`config.mk`:
```
export PLATFORM = sky130hd
export DESIGN_NAME = period_avg_filter
export DESIGN_NICKNAME = d
export VERILOG_FILES = /design/src/rtl/period_avg_pkg.sv /design/src/rtl/period_minmax_track.sv /design/src/rtl/period_avg_filter.sv
export SDC_FILE = /design/constraint.sdc
export NUM_CORES = 1
export LEC_CHECK = 0
export ABC_CLOCK_PERIOD_IN_PS = 3950
export CAP_MARGIN = 10
export CELL_PAD_IN_SITES_DETAIL_PLACEMENT = 1
export CELL_PAD_IN_SITES_GLOBAL_PLACEMENT = 2
export CORE_UTILIZATION = 35
export DETAILED_ROUTE_END_ITERATION = 8
export PLACE_DENSITY_LB_ADDON = 0.05
export SLEW_MARGIN = 20
export SYNTH_ARGS = -nofsm -noshare
export SYNTH_HDL_FRONTEND = slang
export SYNTH_HIERARCHICAL = 1
export SYNTH_SLANG_ARGS = --single-unit
```
`constraint.sdc`:
```
create_clock -name clk -period 3.95 [get_ports clk]
set_input_delay 0.79 -clock clk [delete_from_list [all_inputs] [get_ports clk]]
set_output_delay 0.79 -clock clk [all_outputs]
set_load 0.01 [all_outputs]
```
`src/rtl/period_avg_pkg.sv`:
```
// rtl/period_avg_pkg.sv - shared state type, default sizes and accumulator width helper for period_avg_filter
package period_avg_pkg;

  typedef enum logic [1:0] {
    IDLE  = 2'd0,
    ACCUM = 2'd1,
    HOLD  = 2'd2
  } state_t;

  localparam int DEF_WIDTH  = 16;
  localparam int DEF_LOG2_N = 3;
  localparam int DEF_DROP_W = 8;

  // Sum of 2^log2_n words of width bits can never exceed width+log2_n bits.
  function automatic int acc_width(input int width, input int log2_n);
    return width + log2_n;
  endfunction

endpackage

```
`src/rtl/period_minmax_track.sv`:
```
// rtl/period_minmax_track.sv - running min/max register pair for one averaging window
module period_minmax_track
  import period_avg_pkg::*;
#(
  parameter int WIDTH = DEF_WIDTH
) (
  input  logic             clk,
  input  logic             rst,
  input  logic             load_first,
  input  logic             update,
  input  logic [WIDTH-1:0] data,
  output logic [WIDTH-1:0] min,
  output logic [WIDTH-1:0] max
);

  always_ff @(posedge clk) begin
    if (rst) begin
      min <= '0;
      max <= '0;
    end else if (load_first) begin
      min <= data;
      max <= data;
    end else if (update) begin
      if (data < min) min <= data;
      if (data > max) max <= data;
    end
  end

endmodule

```
`src/rtl/period_avg_filter.sv`:
```
// rtl/period_avg_filter.sv - windowed mean of meter counts with drop counter and no-signal flag
// Define PERIOD_AVG_MINMAX_EN to add the min_data/max_data window outputs.
module period_avg_filter
  import period_avg_pkg::*;
#(
  parameter int WIDTH  = DEF_WIDTH,
  parameter int LOG2_N = DEF_LOG2_N,
  parameter int DROP_W = DEF_DROP_W
) (
  input  logic              clk,
  input  logic              rst,
  input  logic              meas_valid,
  input  logic [WIDTH-1:0]  meas_data,
  input  logic              sw_clear,
  output logic              avg_valid,
  input  logic              avg_ready,
  output logic [WIDTH-1:0]  avg_data,
`ifdef PERIOD_AVG_MINMAX_EN
  output logic [WIDTH-1:0]  min_data,
  output logic [WIDTH-1:0]  max_data,
`endif
  output logic [DROP_W-1:0] drop_cnt,
  output logic              no_signal
);

  localparam int ACC_W = acc_width(WIDTH, LOG2_N);
  localparam int CNT_W = LOG2_N + 1;
  localparam logic [CNT_W-1:0] N_CNT     = CNT_W'(2 ** LOG2_N);
  localparam logic [CNT_W-1:0] ZRUN_LAST = N_CNT - CNT_W'(1);

  state_t           state, state_nxt;
  logic [ACC_W-1:0] acc, acc_nxt;
  logic [CNT_W-1:0] cnt, cnt_nxt;
  logic [CNT_W-1:0] zero_run;
  logic             clr, nz, zs, hs;
  logic             accept, first, drop, done;

  assign clr = rst | sw_clear;
  assign nz  = meas_valid && (meas_data != '0);
  assign zs  = meas_valid && (meas_data == '0);
  assign hs  = avg_valid && avg_ready;

  always_ff @(posedge clk) begin
    if (clr) state <= IDLE;
    else     state <= state_nxt;
  end

  always_comb begin
    state_nxt = state;
    accept    = 1'b0;
    first     = 1'b0;
    drop      = 1'b0;
    case (state)
      IDLE: begin
        accept = nz;
        first  = nz;
      end
      ACCUM: accept = nz;
      HOLD: begin
        // A sample arriving with the handshake opens the next window instead of being lost.
        if (hs) begin
          state_nxt = IDLE;
          accept    = nz;
          first     = nz;
        end else begin
          drop = nz;
        end
      end
      default: state_nxt = IDLE;
    endcase
    cnt_nxt = first ? CNT_W'(1) : cnt + CNT_W'(1);
    acc_nxt = first ? ACC_W'(meas_data) : acc + ACC_W'(meas_data);
    done    = accept && (cnt_nxt == N_CNT);
    if (accept) state_nxt = done ? HOLD : ACCUM;
  end

  always_ff @(posedge clk) begin
    if (clr) begin
      acc       <= '0;
      cnt       <= '0;
      zero_run  <= '0;
      avg_valid <= 1'b0;
      avg_data  <= '0;
      drop_cnt  <= '0;
    end else begin
      if (accept) begin
        acc <= acc_nxt;
        cnt <= cnt_nxt;
      end
      if (done) begin
        avg_valid <= 1'b1;
        avg_data  <= acc_nxt[LOG2_N +: WIDTH];
      end else if (hs) begin
        avg_valid <= 1'b0;
      end
      if (drop && (drop_cnt != '1)) drop_cnt <= drop_cnt + DROP_W'(1);
      if (nz)                               zero_run <= '0;
      else if (zs && (zero_run != N_CNT))   zero_run <= zero_run + CNT_W'(1);
    end
  end

  // Soft clear leaves the loss-of-signal indication untouched.
  always_ff @(posedge clk) begin
    if (rst)                                      no_signal <= 1'b0;
    else if (!sw_clear && nz)                     no_signal <= 1'b0;
    else if (!sw_clear && zs && zero_run >= ZRUN_LAST) no_signal <= 1'b1;
  end

`ifdef PERIOD_AVG_MINMAX_EN
  logic [WIDTH-1:0] trk_min, trk_max, win_min, win_max;

  period_minmax_track #(.WIDTH(WIDTH)) u_minmax (
    .clk        (clk),
    .rst        (clr),
    .load_first (accept && first),
    .update     (accept && !first),
    .data       (meas_data),
    .min        (trk_min),
    .max        (trk_max)
  );

  // Fold the completing sample in so the published extrema cover the whole window.
  always_comb begin
    win_min = first ? meas_data : ((meas_data < trk_min) ? meas_data : trk_min);
    win_max = first ? meas_data : ((meas_data > trk_max) ? meas_data : trk_max);
  end

  always_ff @(posedge clk) begin
    if (clr) begin
      min_data <= '0;
      max_data <= '0;
    end else if (done) begin
      min_data <= win_min;
      max_data <= win_max;
    end
  end
`endif

endmodule

```
==> results of run 1 <==
power by group:
part / total (mW) / switching [mW] / leakage, nW / internal (mW)
clock network: 0.347 / 0.215 / 0.0491 / 0.132
registers: 0.570 / 0.00718 / 0.445 / 0.562
logic: 0.183 / 0.109 / 0.936 / 0.0738
total: 1.10 / 0.331 / 1.43 / 0.768
kinds of logic (layout without fill, tap and decap cells):
kind of cell / count (synthesis) / count (layout) / synth area share, %
compound gates: 120 / 120 / 24.6
xor+xnor: 24 / 24 / 6.65
fa+ha+maj: 21 / 21 / 8.55
buf+inv: 21 / 71 / 2.69
flops: 55 / 55 / 34.8
mux: 1 / 1 / 0.317
simple gates: 138 / 138 / 22.4
per-stage QoR:
stage	total power [mW]	utilization [%]
4_1_cts	1.12	44.3
3_5_place_dp	0.764	43.2
2_1_floorplan	0.696	-
3_3_place_gp	0.763	43.2
5_1_grt	1.15	44.3
6_report	1.10	44.3
flip-flops by register name (all words and copies together), names as in the netlist:
name	flops
no_signal	1
cnt	4
avg_data	16
acc	19
zero_run	4
drop_cnt	8
avg_valid	1
state	2
Yosys cell counts, drive strengths merged (2+ instances only):
| cell | number | area, sq um |
|---|---|---|
| a211oi | 2 | 15.0 |
| a21boi | 2 | 18.8 |
| a21o | 6 | 45.0 |
| a21oi | 44 | 228 |
| a221oi | 3 | 26.3 |
| a22oi | 3 | 22.5 |
| a311oi | 4 | 41.3 |
| a41oi | 2 | 17.5 |
| and2 | 6 | 37.5 |
| and3 | 7 | 43.8 |
| buf | 7 | 32.5 |
| clkbuf | 6 | 22.5 |
| dfxtp | 55 | 1100 |
| ha | 20 | 250 |
| inv | 8 | 30.0 |
| nand2 | 29 | 111 |
| nand2b | 5 | 31.3 |
| nand3 | 21 | 105 |
| nand3b | 2 | 15.0 |
| nand4 | 5 | 31.3 |
| nand4b | 3 | 41.3 |
| nor2 | 37 | 139 |
| nor2b | 3 | 18.8 |
| nor3 | 6 | 41.3 |
| nor4 | 5 | 31.3 |
| o2111ai | 2 | 17.5 |
| o211ai | 4 | 30.0 |
| o21a | 2 | 15.0 |
| o21ai | 27 | 135 |
| o21bai | 2 | 15.0 |
| o221ai | 4 | 35.0 |
| o22ai | 4 | 25.0 |
| o31ai | 2 | 15.0 |
| or3 | 6 | 37.5 |
| xnor2 | 11 | 96.3 |
| xor2 | 13 | 114 |
worst max path at each step:
stage / from / endpoint / slack, ns / cells past startpoint
2_1_floorplan: meas_data[0] / acc[14]$_SDFFE_PP0P_ / 1.29 / 9
5_1_grt: meas_data[0] / acc[14]$_SDFFE_PP0P_ / 0.77 / 10
4_1_cts: meas_data[1] / acc[2]$_SDFFE_PP0P_ / 0.94 / 7
3_3_place_gp: meas_data[0] / acc[14]$_SDFFE_PP0P_ / 0.68 / 10
6_report: meas_data[1] / acc[1]$_SDFFE_PP0P_ / 0.90 / 7
3_5_place_dp: meas_data[1] / acc[2]$_SDFFE_PP0P_ / 0.61 / 7
worst max-delay path: cells and delay by family:
kind	cells	cell delay, ns
and+or+nand+nor	5	1.73
buffers and inverters	1	0.51
AOI/OAI and AO/OA	1	0.22
layout make-up:
class,instances,area (sq um)
Multi-Input combinational cell,304,1980
Tap cell,108,135
Clock buffer,5,68.8
Fill cell,1041,4850
Clock inverter,3,26.3
Timing Repair Buffer,55,528
Inverter,8,30.0
Sequential cell,55,1100
per-layer routing:
layer  routed length, microns  up-vias  global-route usage (%)
met5                        0        -                       0
met4                       65        0                    3.79
met3                      354        5                    3.25
met2                     4320       57                    34.8
met1                     4660     1474                    28.6
li1                         -     1503                       -
==> qor_table.md, run 1 <==
| Result | Value | Unit |
|:---|:---|:---|
| Outcome | finished clean | - |
| Via Count | 3039 | - |
| Initial DRC Count | 69 | - |
| Critical setup path kind | input pin to register | - |
| PnR worst setup slack | 0.895 | ns |
| CTS clk-pin slew, worst paths | 0.11 | ns |
| Kind of end point of the critical path | register | - |
| Path class of the lowest-slack min-delay path | register to register | - |
| Clock sink count | 55 | - |
| Most repeated library cell on the critical path | sky130_fd_sc_hd__and3_1 | - |
| Gates resized, CTS repair | 0 | - |
| Number of nets in the final layout | 471 | - |
| Number of flops mapped to enable cells by yosys | 0 | - |
| Share of layout cells above drive strength 1 | 6.74 | % |
| Cell Area, Synth | 3160 | sq um |
| Relative slew margins | 50.9 | % |
| Die outline height | 97.0 | microns |
| Later-pin clock latency in the skew report | 0.32 | ns |
| Count of hold buffers inserted by post-cts repair | 0 | - |
| Yosys warnings | 6 | - |
| Setup Total Neg Slack | 0 | ns |
| Syn nets | 422 | - |
| Async set or reset register ratio after synthesis | 0 | % |
| Critical path cell sequence | clkdlybuf4s50_1 -> nor4_1 -> nand4_1 -> and3_1 -> and3_1 -> a221oi_1 -> nor2_1 | - |
| Tmin final | 3.05 | ns |
| Setup slack of the worst register-to-register path | 1.49 | ns |
| CORE AREA | 8720 | sq um |
| TritonCTS clock tree | built | - |
| Delay of the slowest cell on the worst path | 0.54 | ns |
| Final std cells w/o fill | 538 | - |
| Critical R2R Capture | avg_data[15]$_SDFFE_PP0P_ | - |
| Pin slew with the least headroom to its limit | 0.732 | ns |
| Placed cell count | 530 | - |
| Part of the cycle the worst path needs | 77.3 | % |
| Number of slew-limit violations in the final report | 0 | - |
| Antenna violations before repair | 0 | - |
| First-pass GRT wire length | 15.7 | mm |
| Worst Hold Margin | 0.479 | ns |
| Start point of the worst hold path | avg_data[15]$_SDFFE_PP0P_ | - |
| Antenna cells | 0 | - |
| Average vias per placed instance | 5.65 | - |
| Overall global routing resource usage | 20.8 | % |
| Site Rows | 34 | - |
| Static Leak | 1.43 | nW |
| Pwr per Cell Area | 284 | nW/um^2 |
| Max Cap Violations | 0 | - |
| Total congestion overflow | 0 | - |
| Detailed-route DRC error count | 0 | - |
| Post-Route WL | 9.40 | mm |
| Worst hold endpoint | avg_data[15]$_SDFFE_PP0P_ | - |
| Largest buffer count on any clock path | 2 | - |
| Final hold viol count | 0 | - |
| RR Startpoint | state[0]$_SDFFE_PP0P_ | - |
| Worst path slowest cell | sky130_fd_sc_hd__nor4_1 | - |
| Maximum fanout along the worst path | 13 | - |
| Sequential fraction of the synthesis area | 34.8 | % |
| Mean instance size in the synthesized netlist | 8.32 | sq um |
| Input/output buffers | 46 | - |
| Largest net degree at the start of global routing | 30 | - |
| Die outline width | 97.0 | microns |
| Number of cells on the worst reg-to-reg path | 6 | - |
| Post-CTS Repair Setup Buffers | 0 | - |
| Final standard cell area without fillers | 3870 | sq um |
| Total CTS buffers | 5 | - |
| Layout-stage area growth over the synthesis result | 22.3 | % |
| Pre-antenna DRT Iters | 4 | - |
| Vias in the first global route | 3075 | - |
| Setup WS pre-CTS | 0.607 | ns |
| Highest-count cells in the layout ignoring fill and taps | sky130_fd_sc_hd__dfxtp_1, sky130_fd_sc_hd__clkdlybuf4s50_1, sky130_fd_sc_hd__a21oi_1, sky130_fd_sc_hd__nor2_1, sky130_fd_sc_hd__nand2_1 | - |
| Final worst clock skew | 0.00989 | ns |
| Count of boundary I/O pins | 47 | - |
| Sum of net half-perimeters after detailed placement | 7.04 | mm |
| Buffer cell driving the clock tree root | sky130_fd_sc_hd__clkbuf_8 | - |
| Number of instances on the worst hold path | 2 | - |
| VDD IR max | 0.154 | mV |
| Count of distinct cell types in the synthesized netlist | 55 | - |
| Crit path DAT | 3.24 | ns |
| Flops & latches, synth | 55 | - |
| Area of the die | 9410 | sq um |
| Remaining number of nets flagged by the antenna check after routing | 0 | - |
| Htree depth | 2 | - |
| Starting density of the core | 36.2 | % |
| Most common cell after layout, fill and taps aside | sky130_fd_sc_hd__dfxtp_1 | - |
| Unrepaired setup endpoints after global routing | no | - |
| Average wire per standard cell | 17.5 | microns |
| Ys flop type | sky130_fd_sc_hd__dfxtp_1 | - |
| Peak Freq | 0.327 | GHz |
| Placed Instance Area | 3770 | sq um |
| Final setup viols | 0 | - |
| CP startpoint kind | input pin | - |
| Required time of the worst setup path | 4.14 | ns |
| Cell count after synthesis | 380 | - |
| Last weighted congestion value of the routability-driven placer | 0.821 | - |
(Power assumes the default switching activity.)
==> run 2: changes to the inputs <==
--- a/config.mk
+++ b/config.mk
@@ -5,11 +5,11 @@
 export SDC_FILE = /design/constraint.sdc
 export NUM_CORES = 1
 export LEC_CHECK = 0
-export ABC_CLOCK_PERIOD_IN_PS = 3950
+export ABC_CLOCK_PERIOD_IN_PS = 2600
 export CAP_MARGIN = 10
 export CELL_PAD_IN_SITES_DETAIL_PLACEMENT = 1
 export CELL_PAD_IN_SITES_GLOBAL_PLACEMENT = 2
-export CORE_UTILIZATION = 35
+export CORE_UTILIZATION = 29
 export DETAILED_ROUTE_END_ITERATION = 8
 export PLACE_DENSITY_LB_ADDON = 0.05
 export SLEW_MARGIN = 20
==> constraint.sdc (replaced) <==
create_clock -name clk -period 2.6 [get_ports clk]
set_input_delay 0.52 -clock clk [delete_from_list [all_inputs] [get_ports clk]]
set_output_delay 0.52 -clock clk [all_outputs]
set_load 0.01 [all_outputs]
==> run 2 against run 1 <==
  * Non-clock buffer count grew 65
  * Die area grew 20%
  * Sequential share of layout area shrank 4.0 points
  * Worst setup slack lost 0.79 ns
  * Count of clock-buffer cells in the layout is the same
  * Clock power grew 79%
  * Final cell count grew 17%
  * Worst hold slack lost 0.0062 ns
  * Sequential power grew 51%
==> qor_table.md, run 2 (same netlist as run 1, synthesis figures left out) <==
| Result | Value | Unit |
|:---|:---|:---|
| Outcome | finished clean | - |
| Die outline height | 106 | microns |
| Htree depth | 2 | - |
| First-pass GRT wire length | 17.4 | mm |
| CTS clk-pin slew, worst paths | 0.11 | ns |
| Max Cap Violations | 0 | - |
| CORE AREA | 10500 | sq um |
| Vias in the first global route | 3333 | - |
| Post-Route WL | 10.7 | mm |
| Final setup viols | 0 | - |
| Number of instances on the worst hold path | 2 | - |
| Pwr per Cell Area | 412 | nW/um^2 |
| Setup WS pre-CTS | -0.423 | ns |
| Number of flip-flops under the largest register name | 19 | - |
| Peak Freq | 0.401 | GHz |
| Launch point of the worst path | meas_data[8] | - |
| Final hold viol count | 0 | - |
| Maximum fanout along the worst path | 5 | - |
| Combinational fraction of design power | 20.0 | % |
| Crit path DAT | 2.73 | ns |
| Critical setup path kind | input pin to register | - |
| Start point of the worst hold path | avg_data[1]$_SDFFE_PP0P_ | - |
| Number of nets in the final layout | 536 | - |
| Site Rows | 37 | - |
| Share of layout cells above drive strength 1 | 20.4 | % |
| Number of slew-limit violations in the final report | 0 | - |
| Overall global routing resource usage | 19.7 | % |
| TritonCTS clock tree | built | - |
| Input/output buffers | 46 | - |
| Largest buffer count on any clock path | 2 | - |
| Die outline width | 106 | microns |
| Buffer cell driving the clock tree root | sky130_fd_sc_hd__clkbuf_8 | - |
| Relative slew margins | 70.5 | % |
| Largest register by flop count | acc | - |
| Fraction of power consumed by the clock network | 33.5 | % |
| PnR worst setup slack | 0.104 | ns |
| Area of the die | 11300 | sq um |
| Net switching power | 0.528 | mW |
| Detailed-route DRC error count | 0 | - |
| Internal power | 1.32 | mW |
| Last weighted congestion value of the routability-driven placer | 0.804 | - |
| Antenna violations before repair | 0 | - |
| Sum of net half-perimeters after detailed placement | 8.30 | mm |
| Layout-stage area growth over the synthesis result | 42.3 | % |
| Average wire per standard cell | 17.0 | microns |
| Antenna cells | 0 | - |
| Count of boundary I/O pins | 47 | - |
| Total congestion overflow | 0 | - |
| Fraction of the core area covered by cells at the end of the flow | 43.0 | % |
| Final total power | 1.85 | mW |
| CP startpoint kind | input pin | - |
| Path class of the lowest-slack min-delay path | register to register | - |
| Later-pin clock latency in the skew report | 0.32 | ns |
| Part of the cycle the worst path needs | 96.0 | % |
| Via Count | 3244 | - |
| Sequential cell fraction of total power | 46.6 | % |
| Tmin final | 2.50 | ns |
| Highest-count cells in the layout ignoring fill and taps | sky130_fd_sc_hd__buf_4, sky130_fd_sc_hd__dfxtp_1, sky130_fd_sc_hd__clkdlybuf4s50_1, sky130_fd_sc_hd__a21oi_1, sky130_fd_sc_hd__nor2_1 | - |
| Fraction of power spent switching nets | 28.5 | % |
| Required time of the worst setup path | 2.83 | ns |
| Largest net degree at the start of global routing | 29 | - |
| Pre-antenna DRT Iters | 4 | - |
| Initial DRC Count | 106 | - |
| VDD IR max | 0.205 | mV |
| Biggest registers after layout | acc (19), avg_data (16), drop_cnt (8) | - |
| Starting density of the core | 30.2 | % |
| Final worst clock skew | 0.00863 | ns |
| Clock sink count | 55 | - |
| Remaining number of nets flagged by the antenna check after routing | 0 | - |
| Kind of end point of the critical path | register | - |
| RR Startpoint | acc[0]$_SDFFE_PP0P_ | - |
| Most common cell after layout, fill and taps aside | sky130_fd_sc_hd__buf_4 | - |
| Average vias per placed instance | 5.14 | - |
| Count of hold buffers inserted by post-cts repair | 0 | - |
| Number of cells on the worst reg-to-reg path | 9 | - |
| Total CTS buffers | 5 | - |
| Pin slew with the least headroom to its limit | 0.443 | ns |
| Static Leak | 1.78 | nW |
| Post-CTS Repair Setup Buffers | 0 | - |
-- run 2: cell count changes in the layout (fill, tap and decap cells not counted), moves of 2 or more --
cell                      change
sky130_fd_sc_hd__a21oi_1      -2
sky130_fd_sc_hd__o21ai_1      +3
sky130_fd_sc_hd__o21ai_0      -3
sky130_fd_sc_hd__buf_4       +63
sky130_fd_sc_hd__buf_12       +2
-- run 2: cell type report --
| cell class | instances | area [sq um] |
|---|---|---|
| Fill cell | 1279 | 5960 |
| Sequential cell | 55 | 1100 |
| Clock buffer | 5 | 68.8 |
| Tap cell | 136 | 170 |
| Timing Repair Buffer | 120 | 1040 |
| Clock inverter | 3 | 47.5 |
| Multi-Input combinational cell | 304 | 2040 |
| Inverter | 8 | 30.0 |
-- run 2: final timing paths --
kind,endpoint,slack (ns)
max,acc[14]$_SDFFE_PP0P_,0.10
min,avg_data[1]$_SDFFE_PP0P_,0.47
max reg2reg,acc[14]$_SDFFE_PP0P_,0.40
min reg2reg,avg_data[1]$_SDFFE_PP0P_,0.47
-- run 2: per-stage QoR --
step,hold WS [ns],TNS [ns],std cells,instance area (sq um)
2_1_floorplan,0.453,0,380,3160
3_3_place_gp,0.446,-8.68,623,4320
3_5_place_dp,0.459,-11.59,623,4320
4_1_cts,0.477,0,631,4450
5_1_grt,0.502,-0.00658,631,4500
6_report,0.473,0,631,4500
-- run 2: metal layers --
metal  wire (microns)  vias to the layer above  track usage, %
met3              255                       10            2.51
met2             5080                       46            33.3
met4              110                        0            4.86
met5                0                        -               0
met1             5280                     1566            26.2
li1                 -                     1622               -
-- run 2: power by group through the flow --
| stage | clock (mW) | combinational [mW] | sequential, mW |
|---|---|---|---|
| floorplan | 0 | 0.177 | 0.879 |
| global placement | 0 | 0.358 | 0.881 |
| detailed placement | 0 | 0.362 | 0.882 |
| CTS | 0.647 | 0.368 | 0.863 |
| global route | 0.686 | 0.406 | 0.865 |
| finish | 0.620 | 0.370 | 0.862 |
-- run 2: what timing repair did --
action	in CTS	in global routing
pin swaps	0	3
gates resized for setup	3	11
setup endpoints to repair	3	23
-- run 2: worst max-delay path, cell delays in order --
cell                              delay, ns
sky130_fd_sc_hd__clkdlybuf4s50_1       0.48
sky130_fd_sc_hd__ha_1                  0.40
sky130_fd_sc_hd__and3_1                0.21
sky130_fd_sc_hd__nand2_1               0.10
sky130_fd_sc_hd__a21oi_4               0.18
sky130_fd_sc_hd__a2bb2oi_4             0.24
sky130_fd_sc_hd__a21boi_2              0.08
sky130_fd_sc_hd__xor2_1                0.17
sky130_fd_sc_hd__a2111oi_2             0.34
